## src/rtl/pipe_mem_arbiter_if.sv

```systemverilog
// pipe_mem_arbiter_if: fetch/data request-ready pairs plus the shared memory command/response bus
// Ports: master = pipeline and memory side, slave = arbiter side.
interface pipe_mem_arbiter_if;
  logic        if_req;
  logic [63:0] if_addr;
  logic [31:0] if_rdata;
  logic        if_ready;
  logic        d_req;
  logic        d_we;
  logic [63:0] d_addr;
  logic [63:0] d_wdata;
  logic [63:0] d_rdata;
  logic        d_ready;
  logic        mem_en;
  logic        mem_we;
  logic [63:0] mem_addr;
  logic [63:0] mem_wdata;
  logic [63:0] mem_rdata;
  logic        gnt_d;
  modport master (
    output if_req, if_addr, d_req, d_we, d_addr, d_wdata, mem_rdata,
    input  if_rdata, if_ready, d_rdata, d_ready, mem_en, mem_we, mem_addr, mem_wdata, gnt_d
  );
  modport slave (
    input  if_req, if_addr, d_req, d_we, d_addr, d_wdata, mem_rdata,
    output if_rdata, if_ready, d_rdata, d_ready, mem_en, mem_we, mem_addr, mem_wdata, gnt_d
  );
endinterface

```

## src/rtl/pipe_mem_arbiter.sv

```systemverilog
// pipe_mem_arbiter: shares one fixed-latency 64-bit memory between IF fetch and MEM load/store
// Ports: CLK, reset (async, active-high); bus (slave) carries both request/ready pairs,
// the registered memory command (mem_en/we/addr/wdata), mem_rdata and the gnt_d owner flag.
module pipe_mem_arbiter #(
  parameter int MEM_LAT    = 2,
  parameter int STARVE_MAX = 4
) (
  input logic               CLK,
  input logic               reset,
  pipe_mem_arbiter_if.slave bus
);
  typedef enum logic [1:0] {IDLE, ISSUE, WAIT, RESP} state_t;
  state_t     state, state_nx;
  logic [3:0] cnt, starve_cnt;
  logic       hi, fetch_win, grant, done, unused_bits;
  assign fetch_win   = bus.if_req && (!bus.d_req || starve_cnt == 4'(STARVE_MAX));
  assign grant       = state == IDLE && (bus.if_req || bus.d_req);
  assign done        = state == WAIT && cnt == 4'd1;
  assign unused_bits = ^{bus.if_addr[1:0], bus.d_addr[2:0]};
  always_comb begin
    state_nx = state;
    state_nx = grant ? ISSUE : state == ISSUE ? WAIT : done ? RESP : state == RESP ? IDLE : state;
  end
  always_ff @(posedge CLK or posedge reset)
    if (reset) state <= IDLE;
    else state <= state_nx;
  // Memory command is latched at the grant edge so it is already registered during ISSUE.
  always_ff @(posedge CLK or posedge reset)
    if (reset) begin
      cnt           <= '0;
      starve_cnt    <= '0;
      hi            <= 1'b0;
      bus.mem_en    <= 1'b0;
      bus.mem_we    <= 1'b0;
      bus.mem_addr  <= '0;
      bus.mem_wdata <= '0;
      bus.gnt_d     <= 1'b0;
      bus.if_ready  <= 1'b0;
      bus.d_ready   <= 1'b0;
      bus.if_rdata  <= '0;
      bus.d_rdata   <= '0;
    end else begin
      bus.mem_en   <= grant;
      bus.if_ready <= done && !bus.gnt_d;
      bus.d_ready  <= done && bus.gnt_d;
      if (grant) begin
        bus.gnt_d    <= !fetch_win;
        bus.mem_we   <= !fetch_win && bus.d_we;
        bus.mem_addr <= {fetch_win ? bus.if_addr[63:3] : bus.d_addr[63:3], 3'b000};
        hi           <= bus.if_addr[2];
        starve_cnt   <= fetch_win ? 4'd0 :
                        (bus.if_req && starve_cnt != 4'(STARVE_MAX)) ? starve_cnt + 4'd1 : starve_cnt;
        if (!fetch_win) bus.mem_wdata <= bus.d_wdata;
      end
      if (state == ISSUE) cnt <= 4'(MEM_LAT);
      else if (state == WAIT) cnt <= cnt - 4'd1;
      if (done && !bus.gnt_d) bus.if_rdata <= hi ? bus.mem_rdata[63:32] : bus.mem_rdata[31:0];
      if (done && bus.gnt_d && !bus.mem_we) bus.d_rdata <= bus.mem_rdata;
    end
endmodule

```

## src/flat_wrapper.sv

```systemverilog
// flat-port wrapper written by rule: the top's interface ports become plain ports
module pipe_mem_arbiter_flat 
#(
  parameter int MEM_LAT    = 2,
  parameter int STARVE_MAX = 4
)
  (CLK, reset, bus_if_req, bus_if_addr, bus_d_req, bus_d_we, bus_d_addr, bus_d_wdata, bus_mem_rdata, bus_if_rdata, bus_if_ready, bus_d_rdata, bus_d_ready, bus_mem_en, bus_mem_we, bus_mem_addr, bus_mem_wdata, bus_gnt_d);
  pipe_mem_arbiter_if bus_i ();
  input logic CLK;
  input logic reset;
  input wire logic [$bits(bus_i.if_req)-1:0] bus_if_req;
  input wire logic [$bits(bus_i.if_addr)-1:0] bus_if_addr;
  input wire logic [$bits(bus_i.d_req)-1:0] bus_d_req;
  input wire logic [$bits(bus_i.d_we)-1:0] bus_d_we;
  input wire logic [$bits(bus_i.d_addr)-1:0] bus_d_addr;
  input wire logic [$bits(bus_i.d_wdata)-1:0] bus_d_wdata;
  input wire logic [$bits(bus_i.mem_rdata)-1:0] bus_mem_rdata;
  output wire logic [$bits(bus_i.if_rdata)-1:0] bus_if_rdata;
  output wire logic [$bits(bus_i.if_ready)-1:0] bus_if_ready;
  output wire logic [$bits(bus_i.d_rdata)-1:0] bus_d_rdata;
  output wire logic [$bits(bus_i.d_ready)-1:0] bus_d_ready;
  output wire logic [$bits(bus_i.mem_en)-1:0] bus_mem_en;
  output wire logic [$bits(bus_i.mem_we)-1:0] bus_mem_we;
  output wire logic [$bits(bus_i.mem_addr)-1:0] bus_mem_addr;
  output wire logic [$bits(bus_i.mem_wdata)-1:0] bus_mem_wdata;
  output wire logic [$bits(bus_i.gnt_d)-1:0] bus_gnt_d;
  assign bus_i.if_req = bus_if_req;
  assign bus_i.if_addr = bus_if_addr;
  assign bus_i.d_req = bus_d_req;
  assign bus_i.d_we = bus_d_we;
  assign bus_i.d_addr = bus_d_addr;
  assign bus_i.d_wdata = bus_d_wdata;
  assign bus_i.mem_rdata = bus_mem_rdata;
  assign bus_if_rdata = bus_i.if_rdata;
  assign bus_if_ready = bus_i.if_ready;
  assign bus_d_rdata = bus_i.d_rdata;
  assign bus_d_ready = bus_i.d_ready;
  assign bus_mem_en = bus_i.mem_en;
  assign bus_mem_we = bus_i.mem_we;
  assign bus_mem_addr = bus_i.mem_addr;
  assign bus_mem_wdata = bus_i.mem_wdata;
  assign bus_gnt_d = bus_i.gnt_d;
  pipe_mem_arbiter #(.MEM_LAT(MEM_LAT), .STARVE_MAX(STARVE_MAX)) u_core (.CLK(CLK), .reset(reset), .bus(bus_i));
endmodule
```

## config.mk

```make
export PLATFORM = sky130hd
export DESIGN_NAME = pipe_mem_arbiter_flat
export DESIGN_NICKNAME = d
export VERILOG_FILES = /design/src/rtl/pipe_mem_arbiter_if.sv /design/src/rtl/pipe_mem_arbiter.sv /design/src/flat_wrapper.sv
export SDC_FILE = /design/constraint.sdc
export NUM_CORES = 1
export LEC_CHECK = 0
export CAP_MARGIN = 25
export CORE_AREA = 4 4 190 192
export DETAILED_ROUTE_END_ITERATION = 16
export DIE_AREA = 0 0 194 196
export SYNTH_ARGS = -nofsm -noshare
export SYNTH_HDL_FRONTEND = slang
export SYNTH_SLANG_ARGS = --single-unit
```

## constraint.sdc

```tcl
create_clock -name CLK -period 19.4 [get_ports CLK]
set_input_delay 3.88 -clock CLK [delete_from_list [all_inputs] [get_ports CLK]]
set_output_delay 3.88 -clock CLK [all_outputs]
set_load 0.005 [all_outputs]
```

==> qor.yml <==
run_status: "completed"
drv_slew: 0
crit_arrival_ns: 6.61
ant_nets: 0
p_comb_frac: 0.457
final_core_util: 0.4877
syn_avg_cell_area_um2: 13.38
hpwlAfterDp_um: 24470
cts_resized: 0
start_kind: "input pin"
drt_iter0_drc: 319
drive_above_1_share: 0.2011
start_util: 0.3113
p_per_area_nw_per_um2: 154.8
hp-class: "reg2reg"
ys.flop_type: "dfrtp_1"
crit_chain: "clkdlybuf4s50_1, nand4b_2, buf_4, and3_4, buf_4, buf_16, mux2_1"
vias: 8251
ys_ff_latch: 237
postCtsHoldBufs: 0
async_reset_ff_frac: 1.000
cpMostUsedCell: "buf_4"
dp_slack_ns: 12.57
fp.dieW_um: 194
clock_latency_ns: 0.54
synth_cell_type_count: 40
grt_util_all_layers: 0.1720
num_rows: 68
nNetsFinal: 1532
routed_wl_um: 34650
die_y_um: 196
path_clk_slew_ns: 0.06
total_power_mw: 2.595
p_int_mw: 1.816
tns_ns: 0
drc: 0
min_path_cells: 2
grt_setup_unrepaired: "false"
grt_pass1_vias: 8678
reg2reg_depth: 8
first_pass_iters: 4
period_share: 0.3188
die-area_um2: 38020
grt_pass1_wl_um: 52610
synth_top_area_frac: 0.5543
tightest_slew_ns: 0.8985
post_dp_cell_area_um2: 15810
slowest_stage: "buf_4"
crit_fanout: 63
worst_slack_ns: 13.21
crit_path_start: "bus_if_req"
clock_path_buffers: 3
ir_worst_vdd_uv: 71.91
synth_area_leaders: "dfrtp_1 55%, mux2_4 16%, mux2_2 7.6%"
p_seq_frac: 0.338
avgRoutedWirePerCell_um: 19.91
swShare: 0.3001
gp_congestion: 0.7586
fin_skew_ns: 0.01279
cp-end-kind: "flip-flop"
max_freq_ghz: 0.1617
synth.most_common_cell: "dfrtp_1"
syn_inst: 800
portBuffers: 481
grt.overflow.total: 0
cts_buffers: 29
ys_warn_count: 0
ios: 490
numClockSinks: 237
crit_type: "in2reg"
viasPerCell: 4.742
max_stage_delay_ns: 0.58
reg2reg_from: "u_core.starve_cnt[0]$_DFFE_PP0P_"
grt_max_degree: 109
required_ns: 19.82
cp-endpoint: "u_core.bus.mem_wdata[30]$_DFFE_PP0P_"
timing.max_cap.violations: 0
cts-root-buf: "clkbuf_16"
core_um2: 34370
power_leakage_nw: 7.093
antenna_found_initial: 2
area_growth_pct: 56.67
ys_seq_area_frac: 0.5543
synth_edf_count: 0
synth.cell_area_um2: 10700
cts_tree: "built"
r2r-end: "u_core.bus.mem_wdata[30]$_DFFE_PP0P_"
switchingPower_uw: 778.8
finalSetupViolCount: 0
fin_crit_ns: 6.185
finalHoldViolations: 0
yosysTopAreaCell: "dfrtp_1"
synth_common_cells: "237 x dfrtp_1, 124 x nand2_1, 114 x mux2_4"
cts_htree_levels: 1
ff2ff_setup_slack_ns: 16.48
postCtsSetupBuffers: 0
finalInstanceArea_um2: 16760
relSlewSlack: 0.4010
clockPowerShare: 0.204
## layout by cell type (no fill, tap or decap), types with 3 or more instances in the layout
master           instances
mux2_2                  72
mux2_1                   6
o211ai_1                57
clkbuf_8                 8
dfrtp_1                237
mux2_4                 114
a221o_1                  4
nor2_1                   4
inv_1                   11
ha_1                     7
clkbuf_16               29
and4_1                   4
buf_4                   12
clkbuf_1                 3
nand4_1                 58
clkinv_2                 5
o21ai_0                  8
a21oi_1                  3
nand2_1                124
clkdlybuf4s50_1        480
conb_1                   3
## worst min path at each step
stage | start | to | slack [ns]
detailed placement | u_core.hi$_DFFE_PP0P_ | u_core.hi$_DFFE_PP0P_ | 0.46
CTS | u_core.hi$_DFFE_PP0P_ | u_core.hi$_DFFE_PP0P_ | 0.48
global route | u_core.bus.mem_wdata[40]$_DFFE_PP0P_ | u_core.bus.mem_wdata[40]$_DFFE_PP0P_ | 0.51
global placement | u_core.hi$_DFFE_PP0P_ | u_core.hi$_DFFE_PP0P_ | 0.46
floorplan | u_core.bus.mem_we$_DFFE_PP0P_ | u_core.bus.mem_we$_DFFE_PP0P_ | 0.48
finish | u_core.hi$_DFFE_PP0P_ | u_core.hi$_DFFE_PP0P_ | 0.47
## registers in the layout, indices dropped and copies added, names as in the netlist
signal                count
u_core.bus.mem_en         1
u_core.starve_cnt         4
u_core.bus.mem_wdata     64
u_core.hi                 1
u_core.bus.if_ready       1
u_core.bus.d_ready        1
u_core.bus.if_rdata      32
u_core.state              2
u_core.cnt                4
u_core.bus.mem_addr      61
u_core.bus.d_rdata       64
u_core.bus.gnt_d          1
u_core.bus.mem_we         1
## area by class of cell
class | count | area (um2)
clock buffer | 40 | 847.1
sequential | 237 | 5931
clock inverter | 11 | 97.59
inverter | 13 | 56.30
tap | 455 | 569.3
fill | 3023 | 17610
antenna | 2 | 5.005
timing repair buffer | 494 | 4927
multi-input combinational | 488 | 4330
## power by group through the flow
stage	registers (mW)	logic, mW	clock network [mW]
final	0.878	1.19	0.530
after CTS	0.879	1.21	0.550
after global placement	0.875	1.19	0
after detailed placement	0.882	1.20	0
after global routing	0.911	1.27	0.568
after floorplan	0.889	0.515	0
## kinds of logic (layout without fill, tap and decap cells)
kind of cell | Yosys count | in the layout | share of synthesized area
buffers and inverters | 77 | 558 | 0.04607
adder cells (fa/ha/maj) | 8 | 8 | 0.009355
AND/OR/NAND/NOR | 205 | 205 | 0.09390
AO/OA/AOI/OAI | 79 | 79 | 0.05309
multiplexers | 193 | 193 | 0.2430
flip-flops | 237 | 237 | 0.5543
other | 1 | 5 | 0.0003505
## metrics by stage
stage	std cells	hold slack (ns)
2_1_floorplan	802	0.4767
3_3_place_gp	1686	0.4627
3_5_place_dp	1687	0.4640
4_1_cts	1738	0.4784
5_1_grt	1740	0.5104
6_report	1740	0.4747
## critical path, delay by kind of cell
family                 cells  cell delay (ns)
buffers and inverters      4             1.91
muxes                      1             0.35
and+or+nand+nor            2             0.44
## layer usage
layer,GRT usage,share of wire,vias to the layer above
met5,0,0,-
met4,0.05469,0.027,0
met3,0.05478,0.083,52
met2,0.2928,0.49,335
met1,0.2086,0.40,4077
li1,-,-,3787
Note: power is estimated with default switching activity, not from simulation.
